## src/rtl/uart_rx_sipo.sv

```systemverilog
// uart_rx_sipo: oversampling UART receiver (serial in, parallel out).
// Finds the start bit and samples each bit near its centre. Data bits are
// shifted in LSB-first, and a one-cycle valid or framing-error strobe is
// raised once the stop bit has been checked.
module uart_rx_sipo #(
  parameter int DATA_BITS  = 8,
  parameter int OVERSAMPLE = 16
) (
  input  logic                 slow_baud_clk,
  input  logic                 reset,
  input  logic                 rx_in,
  output logic [DATA_BITS-1:0] rx_data,
  output logic                 rx_valid,
  output logic                 framing_error,
  output logic                 rx_busy
);

  localparam int CntW = $clog2(OVERSAMPLE);
  localparam int BitW = $clog2(DATA_BITS + 1);
  localparam logic [CntW-1:0] HalfLast = CntW'(OVERSAMPLE / 2 - 1);
  localparam logic [CntW-1:0] FullLast = CntW'(OVERSAMPLE - 1);
  localparam logic [BitW-1:0] LastBit  = BitW'(DATA_BITS - 1);

  typedef enum logic [2:0] {
    Idle,
    Start,
    Data,
    Stop,
    Recover
  } state_e;

  state_e               state_q, state_d;
  logic [CntW-1:0]      cnt_q, cnt_d;
  logic [BitW-1:0]      bitIdx_q, bitIdx_d;
  logic [DATA_BITS-1:0] shiftReg_q, shiftReg_d;
  logic [DATA_BITS-1:0] rxData_q, rxData_d;
  logic                 rxValid_q, rxValid_d;
  logic                 frameErr_q, frameErr_d;
  logic                 rxBusy_q, rxBusy_d;
  logic                 rxMeta_q, rxSync_q;
  logic [DATA_BITS:0]   shiftIn;

  // Two-flop synchronizer; resets to the idle-high line level so that a
  // reset never looks like a falling edge.
  always_ff @(posedge slow_baud_clk) begin
    if (reset) begin
      rxMeta_q <= 1'b1;
      rxSync_q <= 1'b1;
    end else begin
      rxMeta_q <= rx_in;
      rxSync_q <= rxMeta_q;
    end
  end

  // Next-state logic: counters, shift register and the output strobes.
  always_comb begin
    state_d    = state_q;
    cnt_d      = cnt_q;
    bitIdx_d   = bitIdx_q;
    shiftReg_d = shiftReg_q;
    rxData_d   = rxData_q;
    rxValid_d  = 1'b0;
    frameErr_d = 1'b0;
    shiftIn    = {rxSync_q, shiftReg_q};
    unique case (state_q)
      Idle: begin
        if (!rxSync_q) begin
          state_d = Start;
          cnt_d   = '0;
        end
      end
      Start: begin
        if (cnt_q != HalfLast) begin
          cnt_d = cnt_q + 1'b1;
        end else if (!rxSync_q) begin
          state_d  = Data;
          cnt_d    = '0;
          bitIdx_d = '0;
        end else begin
          state_d = Idle;
        end
      end
      Data: begin
        if (cnt_q != FullLast) begin
          cnt_d = cnt_q + 1'b1;
        end else begin
          shiftReg_d = shiftIn[DATA_BITS:1];
          bitIdx_d   = bitIdx_q + 1'b1;
          cnt_d      = '0;
          if (bitIdx_q == LastBit) begin
            state_d = Stop;
          end
        end
      end
      Stop: begin
        if (cnt_q != FullLast) begin
          cnt_d = cnt_q + 1'b1;
        end else begin
          cnt_d = '0;
          if (rxSync_q) begin
            rxData_d  = shiftReg_q;
            rxValid_d = 1'b1;
            state_d   = Idle;
          end else begin
            frameErr_d = 1'b1;
            state_d    = Recover;
          end
        end
      end
      Recover: begin
        if (rxSync_q) begin
          state_d = Idle;
        end
      end
      default: begin
        state_d = Idle;
      end
    endcase
    rxBusy_d = (state_d != Idle);
  end

  // State and datapath registers; reset aborts any frame in flight.
  always_ff @(posedge slow_baud_clk) begin
    if (reset) begin
      state_q    <= Idle;
      cnt_q      <= '0;
      bitIdx_q   <= '0;
      shiftReg_q <= '0;
      rxData_q   <= '0;
      rxValid_q  <= 1'b0;
      frameErr_q <= 1'b0;
      rxBusy_q   <= 1'b0;
    end else begin
      state_q    <= state_d;
      cnt_q      <= cnt_d;
      bitIdx_q   <= bitIdx_d;
      shiftReg_q <= shiftReg_d;
      rxData_q   <= rxData_d;
      rxValid_q  <= rxValid_d;
      frameErr_q <= frameErr_d;
      rxBusy_q   <= rxBusy_d;
    end
  end

  assign rx_data       = rxData_q;
  assign rx_valid      = rxValid_q;
  assign framing_error = frameErr_q;
  assign rx_busy       = rxBusy_q;

endmodule
```

## config.mk

```make
export PLATFORM = sky130hd
export DESIGN_NAME = uart_rx_sipo
export DESIGN_NICKNAME = d
export VERILOG_FILES = /design/src/rtl/uart_rx_sipo.sv
export SDC_FILE = /design/constraint.sdc
export NUM_CORES = 1
export LEC_CHECK = 0
export ABC_AREA = 1
export CAP_MARGIN = 10
export CORE_MARGIN = 2
export CORE_UTILIZATION = 58
export CTS_BUF_LIST = sky130_fd_sc_hd__clkbuf_8
export DETAILED_ROUTE_END_ITERATION = 16
export PLACE_DENSITY = 0.81
export SLEW_MARGIN = 5
export SYNTH_ARGS = -nofsm -noshare
export SYNTH_HDL_FRONTEND = slang
export SYNTH_SLANG_ARGS = --single-unit
export TNS_END_PERCENT = 30
```

## constraint.sdc

```tcl
create_clock -name slow_baud_clk -period 1.6 [get_ports slow_baud_clk]
set_input_delay 0.24 -clock slow_baud_clk [delete_from_list [all_inputs] [get_ports slow_baud_clk]]
set_output_delay 0.24 -clock slow_baud_clk [all_outputs]
set_load 0.02 [all_outputs]
```

=== Word level (Yosys, flattened, before mapping) ===
Cells that the tools add are included.

* Flip-flop bits (word level): 32
* Input bits: 3
* Output and inout bits: 11
* Word-level logic and storage cells: 52

* Add/subtract/negate cells: 2
* Equality and inequality tests: 10
* Muxes and demuxes: 19
* Bitwise gates (word level): 2
* Reduce and logical (&&, ||, !) cells: 9

{| class="wikitable"
|+ Operators by type and width
! operator !! number
|-
| $mux W4 || 6
|-
| $mux W3 || 7
|-
| $pmux W3 S5 || 1
|-
| $pmux W4 S3 || 1
|-
| $add A4 B1 Y4 const B || 2
|-
| $pmux W4 S2 || 1
|-
| $eq A3 B2 Y1 const B || 2
|-
| $ne A2 B2 Y1 const B || 3
|-
| $reduce_bool A3 Y1 || 2
|-
| $eq A4 B3 Y1 const B || 1
|-
| $ne A4 B3 Y1 const B || 1
|-
| $ne A4 B4 Y1 const B || 1
|-
| $reduce_and A4 Y1 || 1
|-
| $eq A3 B1 Y1 const B || 1
|-
| $eq A3 B3 Y1 const B || 1
|-
| $logic_not A3 Y1 || 1
|-
| $reduce_and A3 Y1 || 1
|-
| $reduce_or A3 Y1 || 1
|-
| $mux W1 || 2
|-
| $mux W2 || 1
|-
| $not A1 Y1 || 2
|-
| $reduce_and A2 Y1 || 1
|-
| $reduce_bool A2 Y1 || 1
|-
| $reduce_or A2 Y1 || 1
|}

=== Logic depth before layout (Yosys ltp) ===
Gate-level depths: netlist of run 1.

* Depth after elaboration: 5
* Mapped depth: 8
* Gate-level depth less buffers: 8

=== Worst setup path before layout of run 1 ===
No wires, ideal clock.

* Path type: reg2reg
* From: reg cnt_q[1]
* To: reg bitIdx_q[1]
* Library setup time: 118 ps
* Arrival: 1258 ps
* Data required time: 1482 ps
* Path slack: 224 ps
* Cell stages (with the launch flop): 8
* Buffers on the path: 1
* Clock period less this slack: 1376 ps
* Cell sequence: dfxtp_1 -> ha_1 -> nand3_4 -> inv_2 -> nand3_2 -> buf_6 -> a22oi_1 -> nor2_1

* Word-level cells in the longest chain between the ends: 3
* Elaborated cells between the ends (all ways): 5
* Classes of those cells: eq/ne (4); reduce/logical (1)

{| class="wikitable"
|+ RTL lines
! element !! RTL line !! text
|-
| start, declared || 33 || <nowiki>logic [CntW-1:0] cnt_q, cnt_d;</nowiki>
|-
| start signal, assigned || 135 || <nowiki>cnt_q <= cnt_d;</nowiki>
|-
| $ne A4 B4 Y1 or $ne A4 B3 Y1 (tied branches) || 84, 73 ||
|-
| $ne A2 B2 Y1 (no line) || n/a ||
|-
| $reduce_and A4 Y1 (no line) (*) || n/a ||
|-
| end signal, assigned || 136 || <nowiki>bitIdx_q <= bitIdx_d;</nowiki>
|-
| end, declared || 34 || <nowiki>logic [BitW-1:0] bitIdx_q, bitIdx_d;</nowiki>
|}

Every way passes the cells marked *; elsewhere a longest branch is shown, timed or not.
A chain may end at the register's enable or synchronous reset.

=== Final worst setup path of run 1 ===
* From: reg rxData_q[2], in the netlist rx_data[2]
* To: out rx_data[2]

{| class="wikitable"
|+ RTL lines
! element !! RTL line !! text
|-
| start, declared || 36 || <nowiki>logic [DATA_BITS-1:0] rxData_q, rxData_d;</nowiki>
|-
| start signal, assigned || 138 || <nowiki>rxData_q <= rxData_d;</nowiki>
|-
| end, declared || 12 || <nowiki>output logic [DATA_BITS-1:0] rx_data,</nowiki>
|}

No word-level cell between the ends.

==> metrics.yaml, run 1 <==
placement:
  dpl_worst_slack_ps: 20.7
  dpl_cell_area_um2: 1570
  port_buffers: 13
  place_congestion: 0.922
  hpwlAfterDp_um: 2280
  place_inst: 228
floorplanning:
  start_util: 0.627
  core_area_um2: 2250
  die_y_um: 53.4
  num_rows: 17
  dieArea_um2: 2850
  ioPinCount: 14
  fp.dieW_um: 53.4
worst_setup_path:
  cp.arrival_ps: 1240
  cp-start-kind: "flip-flop"
  end_kind: "output port"
  path_max_fanout: 2
  path_class: "reg2out"
  critPathMaxStageDelay_ps: 620
  crit_buf_inv: 1
  reg2reg_from: "cnt_q[1]"
  worstPathCellList: "clkdlybuf4s50_1"
  critical-path-top-delay-family: "buffers and inverters"
  crit_required_ps: 1360
  slowest_stage: "clkdlybuf4s50_1"
  crit_start: "rx_data[2]"
power:
  clock_power_share: 0.461
  p_sw_uw: 345
  power_density_nw_per_um2: 955
  ir_drop_uv: 914
  power_frac_seq: 0.498
  cellLeakagePower_nw: 0.756
  p_comb_frac: 0.041
  switching_share: 0.211
  p_int_mw: 1.29
clock_network:
  htree_levels: 2
  root_buffer: "clkbuf_8"
  clk_pin_slew_ps: 60
  postCtsSetupBuffers: 0
  clockBufferDepth: 2
  cts_tree: "done"
  cts_made_buffers: 5
  clock-sinks: 32
  clk_latency_ps: 280
hold_path:
  holdCritStartpoint: "rxMeta_q"
  hp-class: "reg2reg"
grt:
  grt-ovfl-total: 0
  antenna_found_initial: 0
  grt_max_degree: 19
  grt_first_pass_wirelength_um: 5350
  grt_pass1_vias: 1213
  grtUsageTotal: 0.267
flow_run:
  drv_cap: 0
synthesis:
  yosysTopAreaCell: "dfxtp_1"
  synthCells: 189
  yosys_warnings: 0
  ys_seq_area_frac: 0.453
  synthTopCellsByArea: "dfxtp_1 (45%), nor2_1 (11%), nand2_1 (7.2%), o21ai_0 (6.7%), nand3_1 (3.9%)"
  ys_types: 28
  synth_top_area_frac: 0.453
  yosys_register_bits: 32
  syn_nets: 194
  synth_area_per_cell_um2: 7.47
  syn_area_um2: 1410
route:
  drc: 0
  wl_um: 3200
  dr.pass1.iters: 4
  via_per_inst: 5.54
  wl_per_cell_um: 13.6
  drt_iter0_markers: 39
  vias: 1307
  ant_nets: 0
layout:
  fin_util: 0.757
  stdcell_count: 236
  fin_nets: 212
  area_growth_pct: 20.8
  finalInstanceArea_um2: 1710
  num_antenna_cells: 0
  nFillCells: 179
  drive_gt1_frac: 0.130
timing:
  fin_crit_sh: 0.928
  fin_ws_ps: 115
  finalSetupTns_ps: 0
  rsz0062_at_grt: "no"
  slew_headroom: 0.782
  max_freq_mhz: 673
  hold_viol: 0
  setup_viol: 0
  tightest_slew_ps: 327
  layout_min_cycle_time_ps: 1480
  slew_viol_final: 0
  skew_ps: 2.54
run_status:
  outcome: "finished clean"
==> repair_timing <==
item	4_1_cts	5_1_grt
gates resized for setup	1	6
endpoints found under the setup margin	1	13
hold buffers	0	0
==> cells in the final DEF, fill, tap and decap left out, types with 3 or more instances in the layout <==
| cell | instances |
|---|---|
| inv_1 | 15 |
| nand4_1 | 4 |
| nand3_1 | 11 |
| or2_2 | 3 |
| clkbuf_8 | 5 |
| a21oi_1 | 9 |
| nor2_1 | 42 |
| nand2_1 | 27 |
| dfxtp_1 | 32 |
| clkdlybuf4s50_1 | 13 |
| o21ai_0 | 17 |
| nand3_4 | 3 |
| nor2_2 | 3 |
==> synthesized netlist by cell type <==
master	instances
clkbuf_2	1
a22oi_1	1
nand3_1	11
a31oi_1	1
o21bai_1	1
dfxtp_1	32
nor2_1	43
o21ai_0	19
nand2_1	27
clkbuf_1	2
inv_1	14
clkinv_2	1
a21oi_1	9
xor2_1	2
inv_2	2
nand3_2	3
or2_2	3
nor2_4	2
and2_1	1
nor3_1	1
nand3_4	1
and3_1	1
buf_6	1
nor2_2	2
nand2_2	1
ha_1	2
nand4_1	4
nand2_4	1
==> power by group through the flow <==
stage | Combinational [mW] | Clock [mW] | Sequential, mW
2_1_floorplan | 0.0419 | 0 | 0.828
3_3_place_gp | 0.0624 | 0 | 0.827
3_5_place_dp | 0.0644 | 0 | 0.828
4_1_cts | 0.0651 | 0.754 | 0.810
5_1_grt | 0.0772 | 0.792 | 0.812
6_report | 0.0674 | 0.751 | 0.811
==> cell families (layout without fill, tap and decap cells) <==
| logic type | Yosys count | in the layout | share of synthesized area |
|---|---|---|---|
| compound gates | 31 | 31 | 0.114 |
| simple gates | 101 | 101 | 0.339 |
| fa+ha+maj | 2 | 2 | 0.0177 |
| buf+inv | 21 | 40 | 0.0629 |
| flops | 32 | 32 | 0.453 |
| xor+xnor | 2 | 2 | 0.0124 |
==> cell type report <==
cell class | count | area (um2) | area share
sequential | 32 | 641 | 0.375
clock inverter | 3 | 38.8 | 0.0227
tap | 28 | 35.0 | 0.0205
inverter | 17 | 65.1 | 0.0381
multi-input combinational | 136 | 713 | 0.418
clock buffer | 5 | 68.8 | 0.0403
timing repair buffer | 15 | 145 | 0.0850
==> state kept, by name, indices dropped and copies added (netlist names) <==
| register | count |
|---|---|
| rxMeta_q | 1 |
| rxSync_q | 1 |
| cnt_q | 4 |
| bitIdx_q | 4 |
| shiftReg_q | 8 |
| rx_data | 8 |
| rx_valid | 1 |
| state_q | 3 |
| rx_busy | 1 |
| framing_error | 1 |
==> per-stage QoR <==
step                power, mW  hold slack [ps]
floorplan               0.870              344
global placement        0.890              391
detailed placement      0.892              394
CTS                      1.63              409
global route             1.68              441
finish                   1.63              408
==> per-layer routing <==
metal	track usage	up-vias	part of all wire
met3	0.0763	7	0.058
met4	0.111	0	0.013
met5	0	-	0
met2	0.420	41	0.49
li1	-	648	-
met1	0.338	611	0.44
==> worst paths after layout <==
check                             endpoint  cells past startpoint  slack [ps]
worst min-delay path              rxSync_q                      1         410
worst max-delay path            rx_data[2]                      1         120
worst min register to register    rxSync_q                      1         410
worst max register to register     rx_busy                      6         120
Note: power is estimated with default switching activity, not from simulation.
==> inputs of run 2 (changes only) <==
--- a/config.mk
+++ b/config.mk
@@ -8,10 +8,10 @@
 export ABC_AREA = 1
 export CAP_MARGIN = 10
 export CORE_MARGIN = 2
-export CORE_UTILIZATION = 58
+export CORE_UTILIZATION = 52
 export CTS_BUF_LIST = sky130_fd_sc_hd__clkbuf_8
 export DETAILED_ROUTE_END_ITERATION = 16
-export PLACE_DENSITY = 0.81
+export PLACE_DENSITY = 0.77
 export SLEW_MARGIN = 5
 export SYNTH_ARGS = -nofsm -noshare
 export SYNTH_HDL_FRONTEND = slang
==> constraint.sdc (replaced) <==
create_clock -name slow_baud_clk -period 1.3 [get_ports slow_baud_clk]
set_input_delay 0.195 -clock slow_baud_clk [delete_from_list [all_inputs] [get_ports slow_baud_clk]]
set_output_delay 0.195 -clock slow_baud_clk [all_outputs]
set_load 0.02 [all_outputs]
==> metrics.yaml, run 2 (synthesis results as in run 1) <==
layout:
  layout_common_cells: "nor2_1 (40), dfxtp_1 (29), nand2_1 (25)"
  stdcell_count: 258
  num_antenna_cells: 0
  fin_nets: 232
  drive_gt1_frac: 0.276
  area_growth_pct: 35.5
  final_common_cell: "nor2_1"
  nFillCells: 185
route:
  via_per_inst: 5.20
  wl_um: 3110
  dr.pass1.iters: 4
  drt_iter0_markers: 54
  wl_per_cell_um: 12.1
  drc: 0
  ant_nets: 0
  vias: 1341
clock_network:
  cts_made_buffers: 5
  clockBufferDepth: 2
  clk_latency_ps: 290
  postCtsHoldBufs: 0
  root_buffer: "clkbuf_8"
  cts_tree: "done"
  clk_pin_slew_ps: 70
  htree_levels: 2
  clock-sinks: 32
worst_setup_path:
  critPathMaxStageDelay_ps: 350
  cp.arrival_ps: 1470
  end_kind: "flip-flop"
  cp-endpoint: "rx_busy"
  crit_required_ps: 1480
  path_max_fanout: 4
  worstRegToRegCells: 8
  reg2reg_from: "cnt_q[0]"
  worstPathCellList: "ha_4 -> nand3_4 -> inv_4 -> buf_4 -> nand3_2 -> nand2_1 -> a21oi_1 -> nand2_1"
  reg2reg_to: "rx_busy"
  cp-start-kind: "flip-flop"
  path_common_cell: "nand2_1"
  slowest_stage: "dfxtp_4"
  crit_start: "cnt_q[0]"
  path_class: "reg2reg"
  r2r_slack_ps: 10
power:
  cellLeakagePower_nw: 0.899
  ir_drop_uv: 899
  power_density_nw_per_um2: 979
placement:
  place_congestion: 0.946
  hpwlAfterDp_um: 2280
  place_inst: 249
  dpl_worst_slack_ps: -53.1
  port_buffers: 13
floorplanning:
  fp.dieW_um: 56.1
  dieArea_um2: 3150
  num_rows: 18
  core_area_um2: 2520
  start_util: 0.560
  ioPinCount: 14
  die_y_um: 56.1
timing:
  slew_viol_final: 0
  skew_ps: 6.83
  hold_viol: 0
  slew_headroom: 0.845
  tightest_slew_ps: 230
  rsz0062_at_grt: "yes"
  fin_ws_ps: 12.4
  setup_viol: 0
  layout_min_cycle_time_ps: 1290
  fin_crit_sh: 0.990
  max_freq_mhz: 777
grt:
  grtUsageTotal: 0.217
  antenna_found_initial: 0
  grt-ovfl-total: 0
  grt_max_degree: 19
  grt_first_pass_wirelength_um: 5390
  grt_pass1_vias: 1263
run_status:
  outcome: "finished clean"
hold_path:
  hp-class: "reg2reg"
flow_run:
  drv_cap: 0
[run 2: cell count changes in the layout (fill, tap and decap cells not counted), moves of 4 or more]
| cell | change |
|---|---|
| clkdlybuf4s50_1 | -11 |
| buf_6 | +4 |
| buf_4 | +16 |
| o21ai_0 | -4 |
| dlygate4sd2_1 | +11 |
[run 2: critical path: cells and delay by family (launching register included)]
family                   cells  cell delay, ps
adder cells (fa/ha/maj)      1             170
flip-flops                   1             350
AND/OR/NAND/NOR              4             350
AO/OA/AOI/OAI                1             110
buffers and inverters        2             190
[run 2: per-stage QoR]
| step | hold WS (ps) | area (um2) | total power, mW | util | setup TNS, ps |
|---|---|---|---|---|---|
| 2_1_floorplan | 299 | 1430 | 1.07 | - | 0 |
| 3_3_place_gp | 391 | 1730 | 1.10 | 0.685 | -17.0 |
| 3_5_place_dp | 394 | 1730 | 1.11 | 0.685 | -489 |
| 4_1_cts | 410 | 1810 | 1.88 | 0.717 | -45.2 |
| 5_1_grt | 420 | 1910 | 1.94 | 0.759 | -724 |
| 6_report | 409 | 1910 | 1.87 | 0.759 | 0 |
[run 2: worst min path at each step]
stage	start	end	slack (ps)	depth (start not counted)
2_1_floorplan	rx_in	rxMeta_q	300	1
5_1_grt	rxMeta_q	rxSync_q	420	1
6_report	rxMeta_q	rxSync_q	410	1
3_5_place_dp	rxMeta_q	rxSync_q	390	1
4_1_cts	rxMeta_q	rxSync_q	410	1
3_3_place_gp	rxMeta_q	rxSync_q	390	1
[run 2: what timing repair did]
item,CTS,global route
gates resized for setup,12,32
pin swaps,0,8
buffers inserted,0,1
setup endpoints to repair,31,23
[run 2: final cells by class]
type | instances | area [um2] | area share
Clock buffer | 6 | 82.6 | 0.0431
Clock inverter | 2 | 10.0 | 0.00523
Inverter | 17 | 71.3 | 0.0373
Multi-Input combinational cell | 136 | 769 | 0.402
Sequential cell | 32 | 647 | 0.338
Tap cell | 30 | 37.5 | 0.0196
Timing Repair Buffer | 35 | 297 | 0.155
[run 2: where the power goes]
| part | internal [mW] | leakage (nW) | switching, mW | total, mW |
|---|---|---|---|---|
| Sequential | 0.989 | 0.260 | 0.00706 | 0.996 |
| Combinational | 0.0387 | 0.588 | 0.0547 | 0.0934 |
| Clock | 0.422 | 0.0510 | 0.364 | 0.786 |
| Total | 1.45 | 0.899 | 0.426 | 1.87 |
[run 2: layer usage]
metal  vias up  wire, um  GRT usage
met2        29      1580      0.360
met3         8       129     0.0698
met5         -         0          0
li1        686         -          -
met1       618      1320      0.256
met4         0        75     0.0952
==> inputs of run 3 (changes only) <==
--- a/config.mk
+++ b/config.mk
@@ -10,6 +10,7 @@
 export CORE_MARGIN = 2
 export CORE_UTILIZATION = 52
 export CTS_BUF_LIST = sky130_fd_sc_hd__clkbuf_8
+export CTS_CLUSTER_DIAMETER = 30
 export DETAILED_ROUTE_END_ITERATION = 16
 export PLACE_DENSITY = 0.77
 export SLEW_MARGIN = 5
==> results of run 3 <==
No change in the layout: final DEF, timing and power equal those of run 2.
